[src/rtl/tick_scroller.sv]
// Turns a synchronous divided-clock square wave into step events that walk a
// character index through a message, pausing on the last character before wrapping.
module tick_scroller #(
    parameter int MSG_LEN    = 16,
    parameter int HOLD_TICKS = 3
) (
    input  logic                       clk_in,
    input  logic                       rst_n,
    input  logic                       tick_in,
    input  logic                       run,
    input  logic                       restart,
    output logic [$clog2(MSG_LEN)-1:0] char_idx,
    output logic                       step,
    output logic                       wrap,
    output logic                       busy,
    output logic                       blink
);

    localparam int AW = $clog2(MSG_LEN);
    localparam int HW = (HOLD_TICKS > 0) ? $clog2(HOLD_TICKS + 1) : 1;
    localparam logic [AW-1:0] IDX_LAST  = AW'(MSG_LEN - 1);
    localparam logic [AW-1:0] IDX_ONE   = AW'(1);
    localparam logic [HW-1:0] HOLD_LAST = (HOLD_TICKS > 0) ? HW'(HOLD_TICKS - 1) : '0;
    localparam logic [HW-1:0] HOLD_ONE  = HW'(1);

    typedef enum logic [1:0] {IDLE = 2'd0, RUN = 2'd1, HOLD = 2'd2} state_t;

    state_t          state_reg, state_next;
    logic [AW-1:0]   char_idx_reg, char_idx_next;
    logic [HW-1:0]   hold_cnt_reg, hold_cnt_next;
    logic            step_reg, step_next;
    logic            wrap_reg, wrap_next;
    logic            blink_reg;
    logic            tick_d_reg;
    logic            tick_rise;

    assign tick_rise = tick_in & ~tick_d_reg;

    // tick_d resets high so a tick already high at reset release is not an edge.
    always_ff @(posedge clk_in or negedge rst_n) begin
        if (!rst_n) begin
            state_reg    <= IDLE;
            char_idx_reg <= '0;
            hold_cnt_reg <= '0;
            step_reg     <= 1'b0;
            wrap_reg     <= 1'b0;
            blink_reg    <= 1'b0;
            tick_d_reg   <= 1'b1;
        end else begin
            state_reg    <= state_next;
            char_idx_reg <= char_idx_next;
            hold_cnt_reg <= hold_cnt_next;
            step_reg     <= step_next;
            wrap_reg     <= wrap_next;
            blink_reg    <= blink_reg ^ tick_rise;
            tick_d_reg   <= tick_in;
        end
    end

    always_comb begin
        state_next    = state_reg;
        char_idx_next = char_idx_reg;
        hold_cnt_next = hold_cnt_reg;
        step_next     = 1'b0;
        wrap_next     = 1'b0;
        if (restart) begin
            char_idx_next = '0;
            hold_cnt_next = '0;
            state_next    = run ? RUN : IDLE;
        end else begin
            case (state_reg)
                IDLE: begin
                    if (run) state_next = RUN;
                end
                RUN: begin
                    if (!run) begin
                        state_next    = IDLE;
                        hold_cnt_next = '0;
                    end else if (tick_rise) begin
                        if (char_idx_reg < IDX_LAST) begin
                            char_idx_next = char_idx_reg + IDX_ONE;
                            step_next     = 1'b1;
                        end else if (HOLD_TICKS == 0) begin
                            char_idx_next = '0;
                            step_next     = 1'b1;
                            wrap_next     = 1'b1;
                        end else begin
                            state_next    = HOLD;
                            hold_cnt_next = '0;
                        end
                    end
                end
                HOLD: begin
                    if (!run) begin
                        state_next    = IDLE;
                        hold_cnt_next = '0;
                    end else if (tick_rise) begin
                        if (hold_cnt_reg < HOLD_LAST) begin
                            hold_cnt_next = hold_cnt_reg + HOLD_ONE;
                        end else begin
                            char_idx_next = '0;
                            hold_cnt_next = '0;
                            step_next     = 1'b1;
                            wrap_next     = 1'b1;
                            state_next    = RUN;
                        end
                    end
                end
                default: begin
                    state_next    = IDLE;
                    hold_cnt_next = '0;
                end
            endcase
        end
    end

    always_comb begin
        busy     = (state_reg != IDLE);
        char_idx = char_idx_reg;
        step     = step_reg;
        wrap     = wrap_reg;
        blink    = blink_reg;
    end

endmodule

[config.mk]
export PLATFORM = sky130hd
export DESIGN_NAME = tick_scroller
export DESIGN_NICKNAME = d
export VERILOG_FILES = /design/src/rtl/tick_scroller.sv
export SDC_FILE = /design/constraint.sdc
export NUM_CORES = 1
export LEC_CHECK = 0
export BUFFER_PORTS_ARGS = -buffer_cell sky130_fd_sc_hd__buf_2
export CAP_MARGIN = 5
export CORE_AREA = 2 2 41 43
export CTS_BUF_LIST = sky130_fd_sc_hd__clkbuf_4 sky130_fd_sc_hd__clkbuf_8
export CTS_CLUSTER_DIAMETER = 40
export DETAILED_ROUTE_END_ITERATION = 7
export DIE_AREA = 0 0 43 45
export GPL_ROUTABILITY_DRIVEN = 0
export PLACE_DENSITY = 0.75
export SETUP_SLACK_MARGIN = 0.2
export SLEW_MARGIN = 20
export SYNTH_ARGS = -nofsm -noshare
export SYNTH_HDL_FRONTEND = slang
export SYNTH_SLANG_ARGS = --single-unit
[constraint.sdc]
create_clock -name clk_in -period 1.7 [get_ports clk_in]
set_input_delay 0.255 -clock clk_in [delete_from_list [all_inputs] [get_ports clk_in]]
set_output_delay 0.255 -clock clk_in [all_outputs]
set_load 0.005 [all_outputs]
======== Word-level counts from Yosys, hierarchy flattened ========
Index checks and enable logic that the tools add are counted.
storage, ports and cells
  bits in registers ....................... 12
  input bits .............................. 5
  output and inout bits ................... 8
operators by class
  order comparisons ....................... 2
  bitwise gates (word level) .............. 3
  reductions and logical operators ........ 6
  add/subtract/negate cells ............... 2
  mux-type cells .......................... 36
  equality and inequality tests ........... 14
operators by type and width
  cell                                                                    count
  2-bit 2-to-1 mux                                                        15
  4-bit 2-to-1 mux                                                        7
  3-bit != test (second input constant)                                   7
  4-bit != test (second input constant)                                   4
  2-bit one-hot mux with 3 select lines                                   2
  1-bit 2-to-1 mux                                                        10
  4-bit one-hot mux with 2 select lines                                   1
  7-bit AND reduction                                                     1
  5-bit AND reduction                                                     1
  4-bit by 1-bit adder with 4-bit output (second input constant)          1
  4-bit less-than comparator (second input constant)                      1
  4-bit AND reduction                                                     1
  3-bit nonzero test                                                      1
  2-bit by 1-bit adder with 2-bit output (second input constant)          1
  2-bit by 1-bit equality test with 1-bit output (second input constant)  1
  2-bit equality test (second input constant)                             1
  2-bit zero test                                                         1
  2-bit less-than comparator (second input constant)                      1
  2-bit != test (second input constant)                                   1
  1-bit one-hot mux with 2 select lines                                   1
  2-bit nonzero test                                                      1
  1-bit AND                                                               1
  1-bit NOT                                                               1
  1-bit bitwise XOR                                                       1

======== Depth between registers and ports, before layout ========
  depth after elaboration ................. 6
  gate-level depth with buffers ........... 7
  gate-level depth less buffers ........... 6

======== Worst setup path after synthesis ========
OpenSTA, ideal clock, no wires.
  path kind ............................... reg-to-reg
  start point ............................. register state_reg[0]
  end point ............................... register state_reg[0]
  library setup time ...................... 125 ps
  required time ........................... 1575 ps
  path buffers ............................ 1
  path slack .............................. -5 ps
  cell stages (with the launch flop) ...... 8
  arrival ................................. 1581 ps
  cells stage by stage .................... dfrtp_1 -> inv_1 -> ha_1 -> buf_2 -> nor2_1 -> nor2_1 -> a2bb2oi_1 -> mux2_2
on the way
  longest elaborated chain between the ends .. 3
ends and longest elaborated chain
  element                                                                   line  source
  start: declaration                                                        28    state_t state_reg, state_next;
  start signal: assignment                                                  50    state_reg <= state_next;
  2-bit equality test (tied with other cells)                               71    case (state_reg)
  4-bit != test (no line) (tied with other cells)                           --
  5-bit AND reduction (no line) / 2-bit 2-to-1 mux (equally long branches)  --
Several ways; a longest one is shown, not always the timed one.
A chain may end at the register's enable or synchronous reset.

======== Final worst setup path ========
  start point ............................. register state_reg[1]
  end point ............................... register char_idx_reg[3] (netlist: char_idx[3])
on the way
  longest elaborated chain between the ends .. 3
ends and longest elaborated chain
  element                                                                                       line  source
  2-bit equality test / 2-bit by 1-bit equality test with 1-bit output (equally long branches)  71
  3-bit != test (no line) (tied with other cells)                                               --
  7-bit AND reduction (no line) / 4-bit 2-to-1 mux (equally long branches)                      --
  end signal: assignment                                                                        51    char_idx_reg <= char_idx_next;
  end: declaration                                                                              29    logic [AW-1:0] char_idx_reg, char_idx_next;
Several ways; a longest one is shown, not always the timed one.

==> metrics.txt <==
status=completed; first-pass GRT wire length=2.801 mm; NumNets Final=111; Die Area=1935 um^2; largest net degree at the start of global routing=13; Slew HR=0.8186; synthesized flop and latch total=12; iteration count of the initial detailed-routing pass=4; Vias=636; switch share=0.3567; CP Class=register to register; sequential-to-total area share from yosys stat=0.4206; CP startpoint kind=register; Via density=5.483; H-tree Lvls=1; core area=1471 um^2; Post-synth top flop=dfrtp_1; cell area after synthesis=716.9 um^2; Die Ht=45 um; share of total power in sequential cells=0.311; CP Capture Type=register; TritonCTS clock tree=done; Max Slew Vio Count=0; syn avg cell area=9.957 um^2; slew of the pin with the lowest slew margin=272.2 ps; ranking of synthesized cells by area=dfrtp_1 (38%), ha_1 (8.7%), mux2i_1 (8.4%); layout cells sized above 1=0.4500; clock sinks=12; Hold WC Path Type=primary input to register; Final period util=0.9807; Total Routed Length=1.772 mm; cell taking the most area after synthesis=dfrtp_1; post-route ant nets=0; Mapped Nets=82; net switching power=0.4481 mW; Clock Power Share=0.165; GR Util met1=0.2781; max reg flops=4; critical-path cell list=inv_2 > ha_4 > and4_4 > nor4_4 > buf_4 > mux2i_1 > a21oi_1; chip width=43 um; Final Cell Area=1035 um^2; Internal Dissipation=0.8082 mW; Logic pwr share=0.524; antenna cells=0; met2 Track Usage GR=0.3242; max incr delay on CP=430 ps; LEAKAGE=0.4705 nW; CP max stage cell=dfrtp_1; Critical Path RT=1860 ps; I/O pins=13; Synth async-reset ratio=1.000; fmax=599.8 MHz; Syn Inst Count=72; WHS=97.42 ps; Worst-Skew Late Latency=270 ps; Design Power=1.256 mW; Inserted Clock Buffers=3; GRT Resource Usage Total=0.2005; Post-synth top cells=dfrtp_1 (11), nor2_1 (8), mux2i_1 (6); Initial Utilization=0.4872; arrival time worst endpoint=1830 ps; Final Hold Viols=0; number of max-cap violations=0; initial DRC count=17; WL/cell=15.28 um; Ys Warns=0; dpl hpwl=1.102 mm; most common cell in the netlist=dfrtp_1; initial antenna violation count=0; Max FO, Critical Path=4; Max Root-Sink Buffers=2; Peak VDD IR=680.7 uV; Finish-stage setup viols=0; global route hottest layer=met2; Power Dens Cells=1214 nW/um^2; Synth cell types=24; DRC viols=0; Yosys top cell area share=0.3839; Post-synth EDFFs=0; CTS Root Cell=clkbuf_4; RSZ-0062 raised after global routing=yes; # port buffers=12; met3 usage=0.03200; skew final=3.556 ps; final period demand of the worst path=1667 ps; vias in the first global route=617; synthesis-to-finish area growth=44.33%; GRT Residual Overflow=0; clk slew on worst S/H paths=80 ps; Post-Place Cell Area=838.3 um^2; FP Rows=14
area by class of cell:
cell class / count / area (um^2)
well taps: 16 / 20.02
clock buffers: 4 / 30.03
fillers: 109 / 436.7
multi-input cells: 54 / 480.5
inverters: 5 / 21.27
repair buffers: 25 / 180.2
flip-flops and latches: 12 / 302.8
path summary, 6_finish.rpt:
path	slack, ps	cells after the start	from	to
min in group asynchronous	380	2	rst_n	step
min reg2reg	490	1	blink	blink
max	30	7	state_reg[1]	char_idx[3]
max in group asynchronous	1050	2	rst_n	tick_d_reg
min	100	1	tick_in	tick_d_reg
max reg2reg	30	7	state_reg[1]	char_idx[3]
power groups by stage:
stage / clock [mW] / sequential, mW / combinational [mW]
after floorplan: 0 / 0.371 / 0.279
after global placement: 0 / 0.372 / 0.391
after detailed placement: 0 / 0.377 / 0.396
after CTS: 0.205 / 0.382 / 0.597
after global routing: 0.220 / 0.394 / 0.712
final: 0.207 / 0.390 / 0.658
critical path: cells and delay by family (launching register included):
family,cells,cell delay [ps]
adder cells (fa/ha/maj),1,190
multiplexers,1,190
flip-flops,1,430
buffers and inverters,2,270
AO/OA/AOI/OAI,1,80
AND/OR/NAND/NOR,2,400
layout by cell type (no fill, tap or decap), drive strengths merged:
master | Yosys | routed
mux2i | 6 | 6
nand3b | 2 | 2
nand2b | 3 | 3
a21boi | 1 | 1
dlygate4sd3 | 0 | 1
a21oi | 4 | 4
and4 | 1 | 1
nor2b | 3 | 3
nand2 | 4 | 4
clkbuf | 0 | 4
dfrtp | 11 | 11
mux2 | 2 | 2
nor2 | 8 | 8
inv | 5 | 5
nand3 | 2 | 2
ha | 5 | 5
o21ai | 3 | 3
o22ai | 1 | 1
nor3 | 2 | 2
a2bb2oi | 1 | 1
a21o | 1 | 1
dfstp | 1 | 1
nor4 | 1 | 1
nor3b | 3 | 3
xnor2 | 1 | 1
buf | 1 | 24
per-stage QoR:
stage	util	setup TNS (ps)	setup slack, ps	instances
finish	0.7032	0	32.84	116
global route	0.7032	-100.5	-42.44	116
CTS	0.6862	0	62.82	115
detailed placement	0.5697	-138.3	-52.34	102
global placement	0.5697	0	5.175	102
floorplan	-	0	145.8	72
cell families (layout without fill, tap and decap cells):
| group | Yosys count | after routing | synth area share |
|---|---|---|---|
| fa+ha+maj | 5 | 5 | 0.08726 |
| mux | 8 | 8 | 0.1152 |
| compound gates | 11 | 11 | 0.09076 |
| xor+xnor | 1 | 1 | 0.01222 |
| simple gates | 29 | 29 | 0.2408 |
| buf+inv | 6 | 34 | 0.03315 |
| flops | 12 | 12 | 0.4206 |
layer usage:
| metal | vias to the layer above | wire length (um) |
|---|---|---|
| met3 | 0 | 86 |
| met2 | 14 | 883 |
| met5 | - | 0 |
| met4 | 0 | 0 |
| met1 | 320 | 803 |
| li1 | 302 | - |
what timing repair did:
item / CTS / global route
setup buffers: 8 / 1
endpoints found under the setup margin: 9 / 9
hold buffers: 1 / 0
pin swaps: 3 / 4
endpoints found under the hold margin: 11 / 0
resized for setup: 16 / 3
No activity file was read; power rests on OpenSTA's default activity.
